==> src/rtl/instr_encoder.sv <==
// instr_encoder: packs register/function fields and a sign-extended immediate
// into an RV32 instruction word. Illegal requests become a NOP with an error
// flag. Words are queued in a 2-entry FIFO and tagged with a write address.
//
// Ports:
//   clk, reset            rising-edge clock, asynchronous active-high reset
//   in_valid / in_ready   request handshake (in_ready depends only on fill)
//   imm_type              000 I, 001 S, 010 B, 011 J, 100 U, 101 R, else illegal
//   opcode, rd, funct3, rs1, rs2, funct7, imm   instruction fields
//   out_valid / out_ready head-word handshake
//   out_instr, out_err    head word and its illegal-request flag (0 when empty)
//   out_addr              write address of the head word
//   err_cnt               saturating count of accepted illegal requests
module instr_encoder #(
  parameter logic [31:0] BASE_ADDR = 32'h0000_0000,
  parameter int unsigned ERR_CNT_W = 8
) (
  input  logic                 clk,
  input  logic                 reset,
  input  logic                 in_valid,
  output logic                 in_ready,
  input  logic [2:0]           imm_type,
  input  logic [6:0]           opcode,
  input  logic [4:0]           rd,
  input  logic [2:0]           funct3,
  input  logic [4:0]           rs1,
  input  logic [4:0]           rs2,
  input  logic [6:0]           funct7,
  input  logic [31:0]          imm,
  output logic                 out_valid,
  input  logic                 out_ready,
  output logic [31:0]          out_instr,
  output logic                 out_err,
  output logic [31:0]          out_addr,
  output logic [ERR_CNT_W-1:0] err_cnt
);

  localparam logic [31:0] NOP = 32'h0000_0013;

  typedef enum logic [2:0] {
    IT_I = 3'b000,
    IT_S = 3'b001,
    IT_B = 3'b010,
    IT_J = 3'b011,
    IT_U = 3'b100,
    IT_R = 3'b101
  } imm_type_e;

  logic [31:0]          w_enc;
  logic                 w_legal;
  logic [31:0]          w_word;
  logic                 w_push;
  logic                 w_pop;

  // Slot 0 is always the head; it is held at zero while the queue is empty
  // so out_instr/out_err come straight from registers.
  logic [31:0]          r_instr0;
  logic                 r_err0;
  logic [31:0]          r_instr1;
  logic                 r_err1;
  logic [1:0]           r_count;
  logic [31:0]          r_addr;
  logic [ERR_CNT_W-1:0] r_err_cnt;

  // Field packing and immediate range check
  always_comb begin
    w_enc   = NOP;
    w_legal = 1'b0;
    case (imm_type)
      IT_I: begin
        w_enc   = {imm[11:0], rs1, funct3, rd, opcode};
        w_legal = (&imm[31:11]) | ~(|imm[31:11]);
      end
      IT_S: begin
        w_enc   = {imm[11:5], rs2, rs1, funct3, imm[4:0], opcode};
        w_legal = (&imm[31:11]) | ~(|imm[31:11]);
      end
      IT_B: begin
        w_enc   = {imm[12], imm[10:5], rs2, rs1, funct3, imm[4:1], imm[11], opcode};
        w_legal = ~imm[0] & ((&imm[31:12]) | ~(|imm[31:12]));
      end
      IT_J: begin
        w_enc   = {imm[20], imm[10:1], imm[11], imm[19:12], rd, opcode};
        w_legal = ~imm[0] & ((&imm[31:20]) | ~(|imm[31:20]));
      end
      IT_U: begin
        w_enc   = {imm[31:12], rd, opcode};
        w_legal = ~(|imm[11:0]);
      end
      IT_R: begin
        w_enc   = {funct7, rs2, rs1, funct3, rd, opcode};
        w_legal = 1'b1;
      end
      default: begin
        w_enc   = NOP;
        w_legal = 1'b0;
      end
    endcase
    w_word = w_legal ? w_enc : NOP;
  end

  assign in_ready  = (r_count < 2'd2);
  assign out_valid = (r_count != 2'd0);
  assign out_instr = r_instr0;
  assign out_err   = r_err0;
  assign out_addr  = r_addr;
  assign err_cnt   = r_err_cnt;

  assign w_push = in_valid & in_ready;
  assign w_pop  = out_ready & out_valid;

  // Two-entry queue with shift-to-head on pop
  always_ff @(posedge clk or posedge reset) begin
    if (reset) begin
      r_instr0 <= 32'd0;
      r_err0   <= 1'b0;
      r_instr1 <= 32'd0;
      r_err1   <= 1'b0;
      r_count  <= 2'd0;
    end else begin
      case (r_count)
        2'd0: begin
          if (w_push) begin
            r_instr0 <= w_word;
            r_err0   <= ~w_legal;
            r_count  <= 2'd1;
          end
        end
        2'd1: begin
          if (w_push && w_pop) begin
            r_instr0 <= w_word;
            r_err0   <= ~w_legal;
          end else if (w_push) begin
            r_instr1 <= w_word;
            r_err1   <= ~w_legal;
            r_count  <= 2'd2;
          end else if (w_pop) begin
            r_instr0 <= 32'd0;
            r_err0   <= 1'b0;
            r_count  <= 2'd0;
          end
        end
        2'd2: begin
          // in_ready is low here, so only a pop can happen
          if (w_pop) begin
            r_instr0 <= r_instr1;
            r_err0   <= r_err1;
            r_instr1 <= 32'd0;
            r_err1   <= 1'b0;
            r_count  <= 2'd1;
          end
        end
        default: begin
          r_instr0 <= 32'd0;
          r_err0   <= 1'b0;
          r_count  <= 2'd0;
        end
      endcase
    end
  end

  // Head write address advances by one word per pop, wrapping naturally
  always_ff @(posedge clk or posedge reset) begin
    if (reset) begin
      r_addr <= BASE_ADDR;
    end else if (w_pop) begin
      r_addr <= r_addr + 32'd4;
    end
  end

  // Saturating illegal-request counter
  always_ff @(posedge clk or posedge reset) begin
    if (reset) begin
      r_err_cnt <= '0;
    end else if (w_push && !w_legal && (r_err_cnt != {ERR_CNT_W{1'b1}})) begin
      r_err_cnt <= r_err_cnt + ERR_CNT_W'(1);
    end
  end

endmodule
==> config.mk <==
export PLATFORM = sky130hd
export DESIGN_NAME = instr_encoder
export DESIGN_NICKNAME = d
export VERILOG_FILES = /design/src/rtl/instr_encoder.sv
export SDC_FILE = /design/constraint.sdc
export NUM_CORES = 1
export LEC_CHECK = 0
export ABC_CLOCK_PERIOD_IN_PS = 9540
export CAP_MARGIN = 20
export CORE_MARGIN = 4
export CORE_UTILIZATION = 50
export DETAILED_ROUTE_END_ITERATION = 8
export DONT_BUFFER_PORTS = 1
export MAX_ROUTING_LAYER = met4
export PLACE_DENSITY = 0.7
export SLEW_MARGIN = 25
export SYNTH_ARGS = -nofsm -noshare
export SYNTH_HDL_FRONTEND = slang
export SYNTH_SLANG_ARGS = --single-unit
==> constraint.sdc <==
create_clock -name clk -period 9.54 [get_ports clk]
set_input_delay 0.954 -clock clk [delete_from_list [all_inputs] [get_ports clk]]
set_output_delay 0.954 -clock clk [all_outputs]
set_load 0.05 [all_outputs]
# After elaboration in Yosys (flattened, before gate mapping)
# Cells that the tools add are included.
[totals]
wordCells = 82
in_bits = 71
register_bits = 108
[classes]
add_sub_neg = 2
eq_ne = 15
magnitude_cmp = 1
bitwise = 13
reduce_logical = 19
mux = 25
[ops]
columns = ["operator", "count"]
rows = [
  ["2-to-1 mux 32 bit", 7],
  ["case mux 32 bit (6 select lines)", 1],
  ["case mux 32 bit (3 select lines)", 1],
  ["case mux 32 bit (2 select lines)", 1],
  ["adder 32 x 3 -> 32 bit (second input constant)", 1],
  ["OR reduction 12 bit", 2],
  ["AND reduction 21 bit", 1],
  ["OR reduction 21 bit", 1],
  ["AND reduction 20 bit", 1],
  ["OR reduction 20 bit", 1],
  ["AND reduction 12 bit", 1],
  ["AND reduction 4 bit", 3],
  ["2-to-1 mux 2 bit", 5],
  ["!= test 3 bit (second input constant)", 3],
  ["adder 8 x 1 -> 8 bit (second input constant)", 1],
  ["!= test 2 bit (second input constant)", 4],
  ["!= test 8 bit (second input constant)", 1],
  ["equality test 3 x 2 -> 1 bit (second input constant)", 2],
  ["equality test 3 bit (second input constant)", 2],
  ["2-to-1 mux 1 bit", 6],
  ["inverter 1 bit", 6],
  ["case mux 2 bit (3 select lines)", 1],
  ["case mux 1 bit (5 select lines)", 1],
  ["AND 1 bit", 4],
  ["other kinds (13)", 18],
]

# Logic depth before layout (Yosys ltp)
# Gate-level depths: netlist of the first run.
[logic_depth]
depth_word = 9
depth_mapped = 9
depth_no_buf = 7

# Worst setup path after synthesis of the first run
# Ideal clock, no wire load.
[synth_path]
path_kind = "input port to flip-flop"
from = "in imm[12]"
to = "reg r_instr1[2]"
path_stages = 8
slack_ns = 6.757
t_arrival_ns = 2.716
path_cell_list = "or4_1 nor2_1 nand3b_1 a311oi_4 or2_1 clkbuf_4 buf_6 a32o_2"
[synth_via]
elab_chain_cells = 9
[synth_lines]
columns = ["item", "line", "source"]
rows = [
  ["from (decl)", "29", "input logic [31:0] imm,"],
  ["OR reduction 20 bit", "80", "w_legal = ~imm[0] & ((&imm[31:12]) | ~(|imm[31:12]));"],
  ["inverter 1 bit", "80", ""],
  ["OR 1 bit", "80", ""],
  ["AND 1 bit", "80", ""],
  ["case mux 1 bit (5 select lines) *", "69", "case (imm_type)"],
  ["2-to-1 mux 32 bit *", "99", "w_word = w_legal ? w_enc : NOP;"],
  ["2-to-1 mux 32 bit *", "133", "end else if (w_push) begin"],
  ["2-to-1 mux 32 bit *", "130", "if (w_push && w_pop) begin"],
  ["case mux 32 bit (2 select lines) *", "121", "case (r_count)"],
  ["to (signal assigned)", "134", "r_instr1 <= w_word;"],
  ["to (decl)", "59", "logic [31:0] r_instr1;"],
]
# Every way passes the cells marked *; elsewhere a longest branch is shown, timed or not. The select of a mux whose other input is x is not followed.
# A chain may end at the register's enable or synchronous reset.

# Worst setup path in the final report of the first run
[layout_path]
from = "in imm[12]"
to = "reg r_instr0[0] (netlist: out_instr[0])"
[layout_via]
elab_chain_cells = 8
[layout_lines]
columns = ["item", "line", "source"]
rows = [
  ["OR reduction 20 bit", "80", ""],
  ["inverter 1 bit", "80", ""],
  ["OR 1 bit", "80", ""],
  ["AND 1 bit", "80", ""],
  ["case mux 1 bit (5 select lines) *", "69", ""],
  ["2-to-1 mux 32 bit *", "99", ""],
  ["2-to-1 mux 32 bit, on equally long branches", "130, 123", ""],
  ["case mux 32 bit (3 select lines) *", "121", ""],
  ["to (signal assigned)", "124", "r_instr0 <= w_word;"],
  ["to (signal assigned)", "131", "r_instr0 <= w_word;"],
  ["to (signal assigned)", "146", "r_instr0 <= r_instr1;"],
  ["to (decl)", "57", "logic [31:0] r_instr0;"],
]
# Marked as above.

==> metrics.csv, run 1 <==
metric,value,unit
flop2flop setup slack,7080,ps
status,finished clean,
largest net degree at the start of global routing,68,
CP required,9760,ps
Core ar.,10500,um^2
n_diodes,0,
Setup WS post-layout,6700,ps
Clock Skew,12.4,ps
P per Cell Area,202,nW/um^2
root cell of the clock tree,clkbuf_8,
IO Port Bufs,0,
max cap viols,0,
Tcrit/Tclk final,29.8,%
predominant post-synthesis flop cell,dfrtp_1,
Die Ht,112,um
"worst slack, placed",5980,ps
Die Footprint,12600,um^2
Netlist cell types,50,
"area leader, netlist",dfrtp_1,
number of global-route vias before repair,4284,
max-slew violations,0,
Peak Freq,0.352,GHz
sequential cell area,2650,um^2
Non-Filler Instances,665,
initial antenna violation count,0,
Placed Instances,649,
Yosys top cell area share,48.8,%
CTS tree,done,
critical path endpoint category,register,
Final setup viols,0,
post-cts sizing count,0,
hold buffer count at cts,0,
asr flop ratio synth,100,%
"Seq/Total Area, Yosys",48.8,%
Worst Hold Slack,477,ps
Ports,146,
DIE WIDTH,112,um
Total GRT Usage,22.4,%
H-tree depth,3,
vias per cell,6.46,
"Net count, final",597,
Worst-Margin Slew,838,ps
RSZ-0062 raised after global routing,false,
drt first pass iters,5,
post-route ant nets,0,
worst-skew pair later-pin latency,370,ps
Avg Synthesized Cell Area,9.94,um^2
Setup crit start kind,input port,
final hold viol count,0,
static leakage,2.38,nW
class of the worst hold path,input port to async pin,
Post-DP HPWL,9690,um
WL per Instance,20.6,um
setup TNS,0,ps
Synth Register Bits,106,
CTS max path bufs,2,
grt total ovfl,0,
initial drt markers,378,
crit path kind,input port to register,
dominant cells by area after synthesis,"dfrtp_1, a22oi_1, a32o_1, o21ai_0, nand2_1",
initial core utilization,52.0,%
share of post-route cells with drive strength above 1,7.18,%
number of enable flip-flop cells after synthesis,0,
# DRC,0,
clk sinks,106,
first-pass GRT wire length,22400,um
DRT Wirelength,13700,um
GPL Wtd Cong,0.869,
Rows,37,
fillers,946,
Via Count,4295,
area occupied by multi-input gates,2580,um^2
final core utilization,54.2,%
Syn Inst Count,547,
Synth Cell Area,5440,um^2
crit-path max FO,32,
P&R area growth vs syn,4.28,%
clock buffer count from CTS,9,
Rel. slew slack,44.1,%
Max VDD drop,177,uV
"Arr. time, crit path",3060,ps
Final Critical Period,2840,ps
Ys Warns,0,
Post-CTS Setup Bufs,0,
"Reg clk slew, reported paths",110,ps
## metrics by stage
stage,power [mW],instance area [um^2]
after floorplan,0.844,5440
after global placement,0.881,5470
after detailed placement,0.890,5480
after CTS,1.15,5670
after global routing,1.21,5670
final,1.15,5670
## layout by cell type, fill, tap and decap left out, types with 14 or more instances in the layout
cell	Yosys	final
dfrtp_1	106	106
nand4_1	14	14
a32o_1	22	22
xor2_1	15	15
xnor2_1	21	21
nor2_1	25	21
nor2b_1	16	16
a22oi_1	45	45
a21oi_1	32	32
nand2_1	49	49
o21ai_0	40	40
## layout make-up
class | count | area share (%)
flip-flops and latches | 106 | 46.8
multi-input cells | 393 | 45.5
well taps | 136 | 3.00
clock buffers | 12 | 2.74
repair buffers | 6 | 0.794
clock inverters | 4 | 0.596
inverters | 8 | 0.574
## power by group
group / switching [mW] / internal [mW]
registers: 0.199 / 0.505
logic: 0.102 / 0.0717
clock network: 0.155 / 0.112
## cells in the mapped netlist, types with 3 or more instances
master,number
clkbuf_1,29
o211ai_1,3
a21oi_1,32
dfrtp_1,106
mux2_2,4
a22oi_1,45
o2bb2ai_1,6
xor2_1,15
o31ai_1,5
and4_1,3
nor2b_1,16
nor2_1,25
a32o_1,22
buf_6,3
nor3_1,3
nand2_1,49
nand3_1,13
inv_1,8
o21ai_0,40
xnor2_1,21
nor4_1,9
nand2b_1,3
nor3b_1,4
o22ai_1,13
mux2i_1,13
a222oi_1,3
nand4_1,14
a211oi_1,3
and3_1,7
and2_1,3
## cells by family (layout without fill, tap and decap cells)
kind of cell    Yosys count  count (layout)  share of synthesized area, %
simple gates            157             157                          14.7
xor+xnor                 36              36                          5.80
other cells               1               2                        0.0690
flops                   106             106                          48.8
buf+inv                  49              30                          4.10
compound gates          179             179                          22.9
fa+ha+maj                 2               2                         0.460
mux                      17              17                          3.22
## registers in the layout, indices dropped and copies added (netlist names)
name       flops
out_err        1
out_instr     32
r_err1         1
err_cnt        8
r_instr1      32
r_count        2
out_addr      30
## metal layers
| metal | global-route usage [%] | vias up | wire length, um |
|---|---|---|---|
| met5 | - | - | 0 |
| met4 | 6.09 | 0 | 127 |
| met3 | 7.49 | 9 | 1360 |
| met2 | 34.0 | 194 | 6270 |
| met1 | 28.8 | 2101 | 5980 |
| li1 | - | 1991 | - |
## critical path: stages
cell and delay, ps:
or4_1 510, nor2_1 150, nand3b_1 130, a311oi_4 480, or2_2 630, o21ai_0 190
## worst paths after layout
check | start | to | cells past startpoint
worst max-delay path | imm[12] | out_instr[0]$_DFFE_PP0P_ | 6
max in group asynchronous | reset | out_addr[15]$_DFFE_PP0P_ | 2
worst min-delay path | reset | out_addr[21]$_DFFE_PP0P_ | 1
worst max register to register | out_addr[8]$_DFFE_PP0P_ | out_addr[30]$_DFFE_PP0P_ | 6
worst min register to register | r_instr1[10]$_DFFE_PP0P_ | r_instr1[10]$_DFFE_PP0P_ | 2
min in group clk | r_instr1[10]$_DFFE_PP0P_ | r_instr1[10]$_DFFE_PP0P_ | 2
(Power assumes the default switching activity.)
==> inputs of run 2 (changes only) <==
ABC_AREA = 1   (was default)
ABC_CLOCK_PERIOD_IN_PS = 2500   (was 9540)
PLACE_DENSITY = 0.73   (was 0.7)
clock period = 2.5 ns   (was 9.54 ns; I/O delays follow)
==> metrics.csv, run 2 <==
metric,value,unit,change
status,finished clean,,unchanged
Top Layer Used,met4,,unchanged
Via Count,5380,,was 4295
CP max stage cell,inv_2,,was or2_2
Most common cell on crit path,nand2_1,,
Syn Inst Count,795,,was 547
Critical Path Max Stage Delay,450,ps,was 630 ps
"Seq/Total Area, Yosys",45.0,%,was 48.8%
Netlist cell types,41,,was 50
"commonest non-fill, non-tap cell in the layout",nand2_1,,was dfrtp_1
asr flop ratio synth,100,%,unchanged
Worst-Margin Slew,773,ps,was 838 ps
"Reg clk slew, reported paths",70,ps,was 110 ps
met2 wire length,7640,um,was 6270 um
n_diodes,0,,unchanged
Setup crit start kind,register,,was input port
Rows,39,,was 37
first-pass GRT wire length,25400,um,was 22400 um
most instantiated library cell after synthesis,nand2_1,,was dfrtp_1
Crit Reg-Reg Startpoint,r_count[0]$_DFFE_PP0P_,,was out_addr[8]$_DFFE_PP0P_
Synth Cell Area,5900,um^2,was 5440 um^2
Ys Warns,0,,unchanged
"area leader, netlist",dfrtp_1,,unchanged
switching pwr,1.92,mW,was 0.457 mW
Core ar.,11500,um^2,was 10500 um^2
CTS max path bufs,2,,unchanged
combinational share of power,27.0,%,was 15.2%
Int Pwr,3.08,mW,was 0.689 mW
hold path start,out_ready,,
DRT met1 WL,6430,um,was 5980 um
setup TNS,0,ps,unchanged
Post-synth top cells,"nand2_1, nand3_1, dfrtp_1",,"was dfrtp_1, nand2_1, a22oi_1"
number of global-route vias before repair,5220,,was 4284
clock buffer count from CTS,9,,unchanged
largest net degree at the start of global routing,62,,was 68
initial drt markers,543,,was 378
Post-DP HPWL,11400,um,was 9690 um
Synth Register Bits,106,,unchanged
WL per Instance,16.4,um,was 20.6 um
Yosys top cell area share,45.0,%,was 48.8%
P&R area growth vs syn,10.8,%,was 4.28%
Final Critical Period,1980,ps,
Post-CTS Setup Bufs,0,,unchanged
max-slew violations,0,,unchanged
Rel. slew slack,48.4,%,was 44.1%
clock network power share,28.7,%,was 23.3%
met3 WL,1270,um,was 1360 um
Final setup viols,0,,unchanged
CP required,2790,ps,was 9760 ps
Peak Freq,0.505,GHz,
Max VDD drop,741,uV,was 177 uV
clk sinks,106,,unchanged
grt total ovfl,0,,unchanged
most frequent cells in the layout,"nand2_1, nand3_1, dfrtp_1",,"was dfrtp_1, nand2_1, a22oi_1"
Avg Synthesized Cell Area,7.42,um^2,was 9.94 um^2
r2r worst-path depth,10,,was 6
final hold viol count,0,,unchanged
P per Cell Area,765,nW/um^2,was 202 nW/um^2
crit path cell chain,nor2_2 -> inv_2 -> nand2_4 -> nor2_1 -> nor2_1 -> inv_2 -> nand3_1 -> nand2_1 -> nand2_1 -> nand2_1,,was or4_1 -> nor2_1 -> nand3b_1 -> a311oi_4 -> or2_2 -> o21ai_0
worst-skew pair later-pin latency,350,ps,was 370 ps
reg2reg end,out_instr[31]$_DFFE_PP0P_,,was out_addr[30]$_DFFE_PP0P_
Non-Filler Instances,963,,was 665
drt first pass iters,5,,unchanged
predominant post-synthesis flop cell,dfrtp_1,,unchanged
worst hold path stage count,1,,
Switching Fraction,38.4,%,was 39.9%
GPL Wtd Cong,0.973,,was 0.869
hold buffer count at cts,1,,was 0
initial antenna violation count,0,,unchanged
class of the worst hold path,input port to register,,was input port to async pin
Hold EP,r_count[1]$_DFFE_PP0P_,,
Clock Skew,6.00,ps,was 12.4 ps
crit-path max FO,32,,unchanged
share of post-route cells with drive strength above 1,9.76,%,was 7.18%
static leakage,3.54,nW,was 2.38 nW
vias per cell,5.59,,was 6.46
post-route ant nets,0,,unchanged
crit path buf inv count,2,,was 0
dominant cells by area after synthesis,"dfrtp_1, nand2_1, nand3_1, inv_1, nor2_1",,"was dfrtp_1, a22oi_1, a32o_1, o21ai_0, nand2_1"
DRT Wirelength,15800,um,was 13700 um
# DRC,0,,unchanged
critical path endpoint category,register,,unchanged
"Net count, final",888,,was 597
root cell of the clock tree,clkbuf_16,,was clkbuf_8
IO Port Bufs,0,,unchanged
Die Ht,117,um,was 112 um
number of enable flip-flop cells after synthesis,0,,unchanged
Die Footprint,13600,um^2,was 12600 um^2
Total GRT Usage,24.2,%,was 22.4%
post-cts sizing count,0,,unchanged
H-tree depth,3,,unchanged
CTS tree,done,,unchanged
DIE WIDTH,117,um,was 112 um
initial core utilization,51.4,%,was 52.0%
Tcrit/Tclk final,79.2,%,
Placed Instances,946,,was 649
"Arr. time, crit path",2270,ps,was 3060 ps
crit path kind,register to register,,was input port to register
max cap viols,0,,unchanged
Crit path max-delay family,simple AND/OR/NAND/NOR gates,,unchanged
RSZ-0062 raised after global routing,false,,unchanged
Reg power frac,44.3,%,was 61.5%
flop2flop setup slack,520,ps,was 7080 ps
Ports,146,,unchanged
==> run 2: cell count changes after synthesis, moves of 13 or more <==
cell	before	now
inv_1	8	63
nand3_1	13	111
clkbuf_1	29	13
mux2i_1	13	0
a32o_1	22	0
a22oi_1	45	0
a21oi_1	32	1
nor2_1	25	54
o21ai_0	40	23
nor2b_1	16	0
nand2_1	49	306
==> run 2: worst reg2reg max path: stages (launching register included) <==
cell and delay (ps):
dfrtp_1 400, nor2_2 80, inv_2 240, nand2_4 140, nor2_1 120, nor2_1 70, inv_2 450, nand3_1 150
nand2_1 150, nand2_1 70, nand2_1 60
==> run 2: per-layer routing <==
layer,up-vias,global-route usage (%)
met4,0,8.41
met2,242,37.9
li1,2570,-
met1,2524,30.7
met5,-,-
met3,44,6.11
==> run 2: cell type report <==
class	count	area, um^2
clock inverter	6	66.3
clock buffer	10	239
timing repair buffer	38	313
tap	143	179
inverter	67	258
sequential	106	2650
fill	1054	4930
multi-input combinational	593	2830
==> run 2: logic make-up (layout without fill, tap and decap cells) <==
group,count (synthesis),after routing,share of synthesized area (%)
buffers and inverters,97,121,7.21
adders and majority gates,2,2,0.424
and+or+nand+nor,510,510,37.6
xor gates and xnor gates,32,32,4.75
DFF,106,106,45.0
AOI/OAI and AO/OA,47,47,4.94
other,1,2,0.0636
==> run 2: power by group through the flow <==
stage	logic, mW	clock network [mW]	registers (mW)
floorplan	0.612	0	2.60
global placement	1.31	0	2.24
detailed placement	1.34	0	2.25
CTS	1.35	1.47	2.22
global route	1.47	1.54	2.24
finish	1.35	1.44	2.21
==> run 2: worst max-delay path by stage <==
stage	cells after the start	endpoint	slack, ps	start
global placement	10	out_instr[31]$_DFFE_PP0P_	300	r_count[0]$_DFFE_PP0P_
CTS	10	out_instr[31]$_DFFE_PP0P_	210	r_count[0]$_DFFE_PP0P_
floorplan	10	out_addr[24]$_DFFE_PP0P_	510	out_addr[2]$_DFFE_PP0P_
global route	10	out_instr[11]$_DFFE_PP0P_	320	r_count[0]$_DFFE_PP0P_
finish	10	out_instr[31]$_DFFE_PP0P_	520	r_count[0]$_DFFE_PP0P_
detailed placement	10	out_instr[31]$_DFFE_PP0P_	230	r_count[0]$_DFFE_PP0P_
==> run 2: through the flow <==
stage | hold WS (ps) | utilization, % | worst slack, ps | total power, mW | instance area [um^2]
global placement | 295 | 54.2 | 303 | 3.55 | 6220
detailed placement | 290 | 54.2 | 231 | 3.59 | 6220
finish | 6.29 | 57.0 | 521 | 5.00 | 6540
floorplan | 357 | - | 512 | 3.22 | 5910
global route | 8.18 | 57.0 | 317 | 5.25 | 6540
CTS | 0.261 | 57.0 | 212 | 5.04 | 6540
